$ cat config.mk
export PLATFORM = sky130hd
export DESIGN_NAME = pic_ram_writer_flat
export DESIGN_NICKNAME = d
export VERILOG_FILES = /design/src/rtl/pic_pkg.sv /design/src/rtl/pic_ram_writer_if.sv /design/src/rtl/pic_ram_writer.sv /design/src/flat_wrapper.sv
export SDC_FILE = /design/constraint.sdc
export NUM_CORES = 1
export LEC_CHECK = 0
export BUFFER_PORTS_ARGS = -buffer_cell sky130_fd_sc_hd__buf_2
export CAP_MARGIN = 20
export CORE_ASPECT_RATIO = 0.6
export CORE_MARGIN = 3
export CORE_UTILIZATION = 50
export DETAILED_ROUTE_END_ITERATION = 10
export GPL_TIMING_DRIVEN = 0
export PLACE_DENSITY = 0.88
export SYNTH_ARGS = -nofsm -noshare
export SYNTH_HDL_FRONTEND = slang
export SYNTH_SLANG_ARGS = --single-unit
$ cat constraint.sdc
create_clock -name vga_clk -period 2.9 [get_ports vga_clk]
set_input_delay 0.435 -clock vga_clk [delete_from_list [all_inputs] [get_ports vga_clk]]
set_output_delay 0.435 -clock vga_clk [all_outputs]
set_load 0.03 [all_outputs]
$ cat src/rtl/pic_pkg.sv
// Shared picture geometry and writer FSM states; used by the RAM writer and
// the display-side reader of the picture RAM.
package pic_pkg;

  localparam int PIC_WIDTH  = 48;
  localparam int PIC_HEIGHT = 48;
  localparam int PIC_ADDR_W = 14;
  localparam int PIX_NUM    = PIC_WIDTH * PIC_HEIGHT;

  typedef enum logic [2:0] {
    IDLE,
    HI,
    LO,
    WR,
    DONE
  } pic_state_t;

endpackage

$ cat src/rtl/pic_ram_writer_if.sv
// Byte-stream input handshake plus picture-RAM write port of the writer.
// master = the writer itself, slave = stream source / RAM side.
interface pic_ram_writer_if;
  import pic_pkg::*;

  logic [7:0]            rx_data;
  logic                  rx_valid;
  logic                  rx_ready;
  logic                  wr_en;
  logic [PIC_ADDR_W-1:0] wr_addr;
  logic [15:0]           wr_data;

  modport master (
    input  rx_data, rx_valid,
    output rx_ready, wr_en, wr_addr, wr_data
  );

  modport slave (
    output rx_data, rx_valid,
    input  rx_ready, wr_en, wr_addr, wr_data
  );

endinterface

$ cat src/rtl/pic_ram_writer.sv
// Assembles an RGB565 byte stream (high byte first) into pixels and writes one
// frame into the picture RAM. Optional checksum: PIC_RAM_WRITER_CHECKSUM_EN.
module pic_ram_writer
  import pic_pkg::*;
#(
  parameter int WIDTH  = PIC_WIDTH,
  parameter int HEIGHT = PIC_HEIGHT
) (
  input  logic              vga_clk,
  input  logic              rst_n,
  input  logic              start,
  input  logic              abort,
  output logic              busy,
  output logic              frame_done,
  output logic [15:0]       checksum,
  pic_ram_writer_if.master  bus
);

  localparam int PIX_TOTAL = WIDTH * HEIGHT;
  localparam logic [PIC_ADDR_W-1:0] LAST_ADDR = PIC_ADDR_W'(PIX_TOTAL - 1);

  generate
    if (PIX_TOTAL > 16384 || PIX_TOTAL < 1) begin : g_size_check
      $error("pic_ram_writer: WIDTH*HEIGHT must be in 1..16384");
    end
  endgenerate

  pic_state_t            state;
  pic_state_t            next_state;
  logic                  rx_ready_q;
  logic [7:0]            hi_byte;
  logic [PIC_ADDR_W-1:0] addr_q;
  logic [15:0]           data_q;
  logic                  xfer;
  logic                  in_frame;

  assign xfer     = bus.rx_valid & rx_ready_q;
  assign in_frame = (state == HI) || (state == LO) || (state == WR);

  always_comb begin
    next_state = state;
    case (state)
      IDLE: if (start && !abort) next_state = HI;
      HI: begin
        if (abort)     next_state = IDLE;
        else if (xfer) next_state = LO;
      end
      LO: begin
        if (abort)     next_state = IDLE;
        else if (xfer) next_state = WR;
      end
      WR: begin
        if (abort)                  next_state = IDLE;
        else if (addr_q == LAST_ADDR) next_state = DONE;
        else                        next_state = HI;
      end
      DONE:    next_state = IDLE;
      default: next_state = IDLE;
    endcase
  end

  // rx_ready is registered from the next state so it never depends on rx_valid
  always_ff @(posedge vga_clk) begin
    if (!rst_n) begin
      state      <= IDLE;
      rx_ready_q <= 1'b0;
      hi_byte    <= '0;
      addr_q     <= '0;
      data_q     <= '0;
    end else begin
      state      <= next_state;
      rx_ready_q <= (next_state == HI) || (next_state == LO);
      if (state == HI && xfer && !abort)
        hi_byte <= bus.rx_data;
      if (state == LO && xfer && !abort)
        data_q <= {hi_byte, bus.rx_data};
      if ((state == IDLE && next_state == HI) || (in_frame && abort))
        addr_q <= '0;
      else if (state == WR && next_state == HI)
        addr_q <= addr_q + 1'b1;
    end
  end

  assign bus.rx_ready = rx_ready_q;
  assign bus.wr_en    = (state == WR) && !abort;
  assign bus.wr_addr  = addr_q;
  assign bus.wr_data  = data_q;
  assign busy         = (state != IDLE);
  assign frame_done   = (state == DONE);

`ifdef PIC_RAM_WRITER_CHECKSUM_EN
  logic [15:0] sum_q;

  always_ff @(posedge vga_clk) begin
    if (!rst_n)
      sum_q <= '0;
    else if (state == IDLE && next_state == HI)
      sum_q <= '0;
    else if (bus.wr_en)
      sum_q <= sum_q + data_q;
  end

  assign checksum = sum_q;
`else
  assign checksum = '0;
`endif

endmodule

$ cat src/flat_wrapper.sv
// flat-port wrapper written by rule: the top's interface ports become plain ports
module pic_ram_writer_flat import pic_pkg::*;
#(
  parameter int WIDTH  = PIC_WIDTH,
  parameter int HEIGHT = PIC_HEIGHT
)
  (vga_clk, rst_n, start, abort, busy, frame_done, checksum, bus_rx_data, bus_rx_valid, bus_rx_ready, bus_wr_en, bus_wr_addr, bus_wr_data);
  pic_ram_writer_if bus_i ();
  input  logic vga_clk;
  input  logic rst_n;
  input  logic start;
  input  logic abort;
  output logic busy;
  output logic frame_done;
  output logic [15:0] checksum;
  input wire logic [$bits(bus_i.rx_data)-1:0] bus_rx_data;
  input wire logic [$bits(bus_i.rx_valid)-1:0] bus_rx_valid;
  output wire logic [$bits(bus_i.rx_ready)-1:0] bus_rx_ready;
  output wire logic [$bits(bus_i.wr_en)-1:0] bus_wr_en;
  output wire logic [$bits(bus_i.wr_addr)-1:0] bus_wr_addr;
  output wire logic [$bits(bus_i.wr_data)-1:0] bus_wr_data;
  assign bus_i.rx_data = bus_rx_data;
  assign bus_i.rx_valid = bus_rx_valid;
  assign bus_rx_ready = bus_i.rx_ready;
  assign bus_wr_en = bus_i.wr_en;
  assign bus_wr_addr = bus_i.wr_addr;
  assign bus_wr_data = bus_i.wr_data;
  pic_ram_writer #(.WIDTH(WIDTH), .HEIGHT(HEIGHT)) u_core (.vga_clk(vga_clk), .rst_n(rst_n), .start(start), .abort(abort), .busy(busy), .frame_done(frame_done), .checksum(checksum), .bus(bus_i));
endmodule
# Yosys cells after proc, flatten, opt, wreduce, memory -nomap -nowiden
# Cells that the tools add are included.
# Widths: inputs -> output; s select.
word_totals:
  elab_cells: 40
  input_bits: 13
  out_inout_bits: 50
  register_bits: 42
op_classes:
  eq_ne: 7
  n_addsub: 1
  n_reduce_logical: 17
  n_mux: 8
  bitwise_logic: 2
op_table:
  columns: ["operator", "n"]
  rows:
  - ["$mux 3", 7]
  - ["$add 14x1->14 const B", 1]
  - ["$eq 14x12->1 const B", 1]
  - ["$pmux 3 s4", 1]
  - ["$eq 3x2->1 const B", 3]
  - ["$logic_and 1x1->1", 9]
  - ["$eq 3x1->1 const B", 2]
  - ["$logic_or 1x1->1", 4]
  - ["$eq 3x3->1 const B", 1]
  - ["$logic_not 3->1", 1]
  - ["$reduce_bool 3->1", 1]
  - ["$reduce_or 2->1", 1]
  - ["$and 1x1->1", 1]
  - ["$logic_not 1->1", 1]
  - ["$not 1->1", 1]

# Longest topological paths before layout
logic_depth:
  depth_word: 8
  ltp_mapped: 7
  depth_no_buf: 5

# Worst setup path before layout
# Ideal clock, no wire load.
synth_path:
  path_type: "register to register"
  from: "reg u_core.addr_q[11] (netlist: u_core.bus.wr_addr[11])"
  to: "reg u_core.rx_ready_q (netlist: u_core.bus.rx_ready)"
  path_slack_ns: 0.993
  t_arrival_ns: 1.791
  path_stages_with_launch: 5
  cell_sequence: "dfxtp_1 or4b_4 nor4_4 nor2_2 o211a_1"
synth_between:
  elab_chain_cells: 6
synth_rtl:
  columns: ["element", "line", "rtl"]
  rows:
  - ["start: declaration", "pic_ram_writer.sv:32", "logic [PIC_ADDR_W-1:0] addr_q;"]
  - ["start signal: assignment", "pic_ram_writer.sv:80", "addr_q <= addr_q + 1'b1;"]
  - ["$eq 14x12->1 *", "pic_ram_writer.sv:54", "else if (addr_q == LAST_ADDR) next_state = DONE;"]
  - ["$mux 3 *", "pic_ram_writer.sv:54", null]
  - ["$mux 3 *", "pic_ram_writer.sv:53", "if (abort) next_state = IDLE;"]
  - ["$pmux 3 s4 *", "pic_ram_writer.sv:42", "case (state)"]
  - ["$eq 3x1->1 / $eq 3x2->1 (equally long branches)", "pic_ram_writer.sv:72", "rx_ready_q <= (next_state == HI) || (next_state == LO);"]
  - ["$logic_or 1x1->1 *", "pic_ram_writer.sv:72", null]
  - ["end signal: assignment", "pic_ram_writer.sv:72", null]
  - ["end: declaration", "pic_ram_writer.sv:30", "logic rx_ready_q;"]
# Every way passes the cells marked *; elsewhere a longest branch is shown, timed or not.
# A chain may end at the register's enable or synchronous reset.

# Worst setup path after layout
layout_path:
  from: "reg u_core.addr_q[0] (netlist: u_core.bus.wr_addr[0])"
  to: "reg u_core.addr_q[12] (netlist: u_core.bus.wr_addr[12])"
layout_between:
  elab_chain_cells: 8
layout_rtl:
  columns: ["element", "line", "rtl"]
  rows:
  - ["$eq 14x12->1", "pic_ram_writer.sv:54", null]
  - ["$mux 3", "pic_ram_writer.sv:54", null]
  - ["$mux 3", "pic_ram_writer.sv:53", null]
  - ["$pmux 3 s4", "pic_ram_writer.sv:42", null]
  - ["$eq 3x1->1", "pic_ram_writer.sv:77, pic_ram_writer.sv:79", null]
  - ["$logic_and 1x1->1", "pic_ram_writer.sv:77", "if ((state == IDLE && next_state == HI) || (in_frame && abort))"]
  - ["$logic_or 1x1->1", "pic_ram_writer.sv:77", null]
  - ["$reduce_or 2->1 (no line)", null, null]
# Parallel ways exist; a longest one is shown, timed or not.

==> metrics.yaml <==
placed_design:
  place_ws_ps: 981
  placedCellCount: 336
  gp_congestion: 0.865
  port_buffers: 46
  hpwl_mm: 3.46
power:
  vdd_drop_max_v: 0.000241
  p_per_area_nw_per_um2: 448
  power.leakage_uw: 0.00105
worst_setup_path:
  arrival_ps: 2120
  end_kind: "flop"
  rrSetupSlack_ps: 1000
  start_kind: "flop"
  r2r_end: "u_core.bus.wr_addr[12]"
  crit_type: "flop to flop"
  cp.required_ps: 3120
  crit_fanout: 6
  reg2reg_depth: 5
  r2r_start: "u_core.bus.wr_addr[0]"
global_route:
  antenna_found_initial: 0
  grt_max_degree: 13
  grt_usage_pct: 19.0
  grt_first_pass_wirelength_mm: 7.40
  gr-total-overflow: 0
  grt_pass1_vias: 1560
  grtUsageMet2_pct: 26.5
  grt_util_met1_pct: 28.6
  grt_busiest_layer: "met1"
  gr-usage-met3_pct: 5.33
cts:
  max-clock-path-buffers: 2
  insertion_delay_ps: 290
  clk_pin_slew_ps: 80
  cts-resized-gates: 0
  cts_root_buf: "clkbuf_8"
  cts.sinks: 42
  cts_setup_buffers: 0
  tritoncts: "built"
  htree_num_levels: 2
  cts-buffers-inserted: 5
  cts_hold_buffers: 0
logic_synthesis:
  synthCells: 228
  synth_top_cell_by_area: "dfxtp_1"
  ys_top_cells_by_area: "dfxtp_1 41%, mux2i_1 6.8%, nand2_1 6.7%, buf_4 6.2%, a21boi_0 4.7%"
  synth_warnings: 0
  ys_ff_latch: 42
  synthArstFlopShare_pct: 0
  synth_top_area_share_pct: 40.6
  synth_edf_count: 0
  synth_area_um2: 2070
  ys_types: 46
  synth_area_per_cell_um2: 9.08
  seq_area_frac_synth_pct: 40.6
  synth_ff_type: "dfxtp_1"
detailed_routing:
  wl_per_cell_um: 13.4
  dr.first_iter.drc_count: 91
  drtAntennaViolNets: 0
  via_per_inst: 5.13
  drc: 0
  first_pass_iters: 4
  dr_total_vias: 1765
  routed_wl_mm: 4.60
layout:
  mostFrequentLayoutCell: "buf_2"
  final_nets: 310
  multi_input_area_um2: 1090
  syn_to_final_growth_pct: 21.8
  nFillCells: 321
  final_cells: 344
  utilization_pct: 65.8
  final-seq-area_um2: 841
  diodes: 0
  final_layout_size_suffix_gt1_share_pct: 29.0
  mostFrequentLayoutCells: "50 x buf_2, 42 x dfxtp_1, 37 x nand2_1, 17 x buf_4, 16 x conb_1"
timing:
  finalSetupViolCount: 0
  finalHoldViolCount: 0
  fin_skew_ps: 6.20
  final.period_utilization_pct: 65.6
  max_freq_mhz: 526
  tightest_slew_ps: 742
  fin_ws_ps: 998
  fin_crit_ps: 1900
  rsz0062_at_grt: "no"
  final_max_slew_viol_count: 0
  max-slew-margin-rel_pct: 50.2
  setup_tns_ps: 0
job:
  drv_cap: 0
min_path:
  hold_path_startpoint: "bus_rx_data[3]"
  hp-class: "input port to flop"
  min_to: "u_core.bus.wr_data[3]"
  min_path_cells: 3
floorplanning:
  start_util_pct: 54.1
  core.rowCount: 17
  die_x_um: 89.1
  design.core.area_um2: 3830
  io_pins: 63
  die_h_um: 55.8
  die-area_um2: 4970
outcome:
  status: "completed"
## worst max-delay path, stage by stage, from the launching register on
cell and delay (ps):
dfxtp_1 410, ha_1 210, nand3_1 200, or2_1 350, or4b_1 500, a21oi_1 150
## cell usage after synthesis, drive strengths merged, types with 4 or more instances
master / number
a21boi: 16
a21oi: 9
and3: 4
buf: 23
clkbuf: 4
dfxtp: 42
inv: 4
mux2i: 14
nand2: 37
nand3: 14
nand3b: 5
nor2: 6
nor2b: 8
nor3: 4
nor4: 4
o31ai: 4
or3: 4
## where the power goes
part | total [uW] | switching, uW | internal (uW)
Combinational | 98.4 | 63.0 | 35.4
Sequential | 579 | 0.944 | 578
Clock | 452 | 195 | 258
Total | 1130 | 259 | 871
## worst max path at each step
stage                             endpoint                    from  cells after the start  slack [ps]
finish              u_core.bus.wr_addr[12]   u_core.bus.wr_addr[0]                      5        1000
global route        u_core.bus.wr_addr[12]   u_core.bus.wr_addr[0]                      5         890
CTS                    u_core.bus.rx_ready  u_core.bus.wr_addr[11]                      4        1020
detailed placement   u_core.bus.wr_addr[9]                   abort                      6         980
global placement    u_core.bus.wr_addr[11]                   abort                      6        1010
floorplan              u_core.bus.rx_ready  u_core.bus.wr_addr[11]                      4         990
## layer usage
| metal | vias up | part of all wire, % |
|---|---|---|
| met3 | 7 | 5.9 |
| li1 | 897 | - |
| met2 | 48 | 41 |
| met5 | - | 0 |
| met1 | 813 | 52 |
| met4 | 0 | 0.94 |
## logic make-up (layout without fill, tap and decap cells)
group | count (synthesis) | count (layout) | synth area share (%)
simple gates | 101 | 101 | 29.6
flops | 42 | 42 | 40.6
compound gates | 37 | 37 | 12.5
buf+inv | 31 | 85 | 9.31
mux | 14 | 14 | 6.77
fa+ha+maj | 1 | 1 | 0.604
other cells | 1 | 16 | 0.181
xor+xnor | 1 | 1 | 0.423
## metrics by stage
step,area (um^2),total power (uW),hold slack (ps)
floorplan,2130,667,430
global placement,2410,688,441
detailed placement,2410,689,445
CTS,2520,1130,393
global route,2520,1160,412
finish,2520,1130,396
## cell type report
| type | instances | area share, % |
|---|---|---|
| clock inverters | 1 | 1.19 |
| inverters | 4 | 0.596 |
| clock buffers | 7 | 3.03 |
| flip-flops and latches | 42 | 33.3 |
| well taps | 47 | 2.33 |
| plain buffers | 27 | 7.05 |
| repair buffers | 46 | 9.13 |
| multi-input cells | 170 | 43.3 |
## flip-flops by register name, summed over array words and instances, names as in the netlist
signal	flops
u_core.bus.wr_data	16
u_core.bus.wr_addr	14
u_core.bus.rx_ready	1
u_core.hi_byte	8
u_core.state	3
No activity file was read; power rests on OpenSTA's default activity.
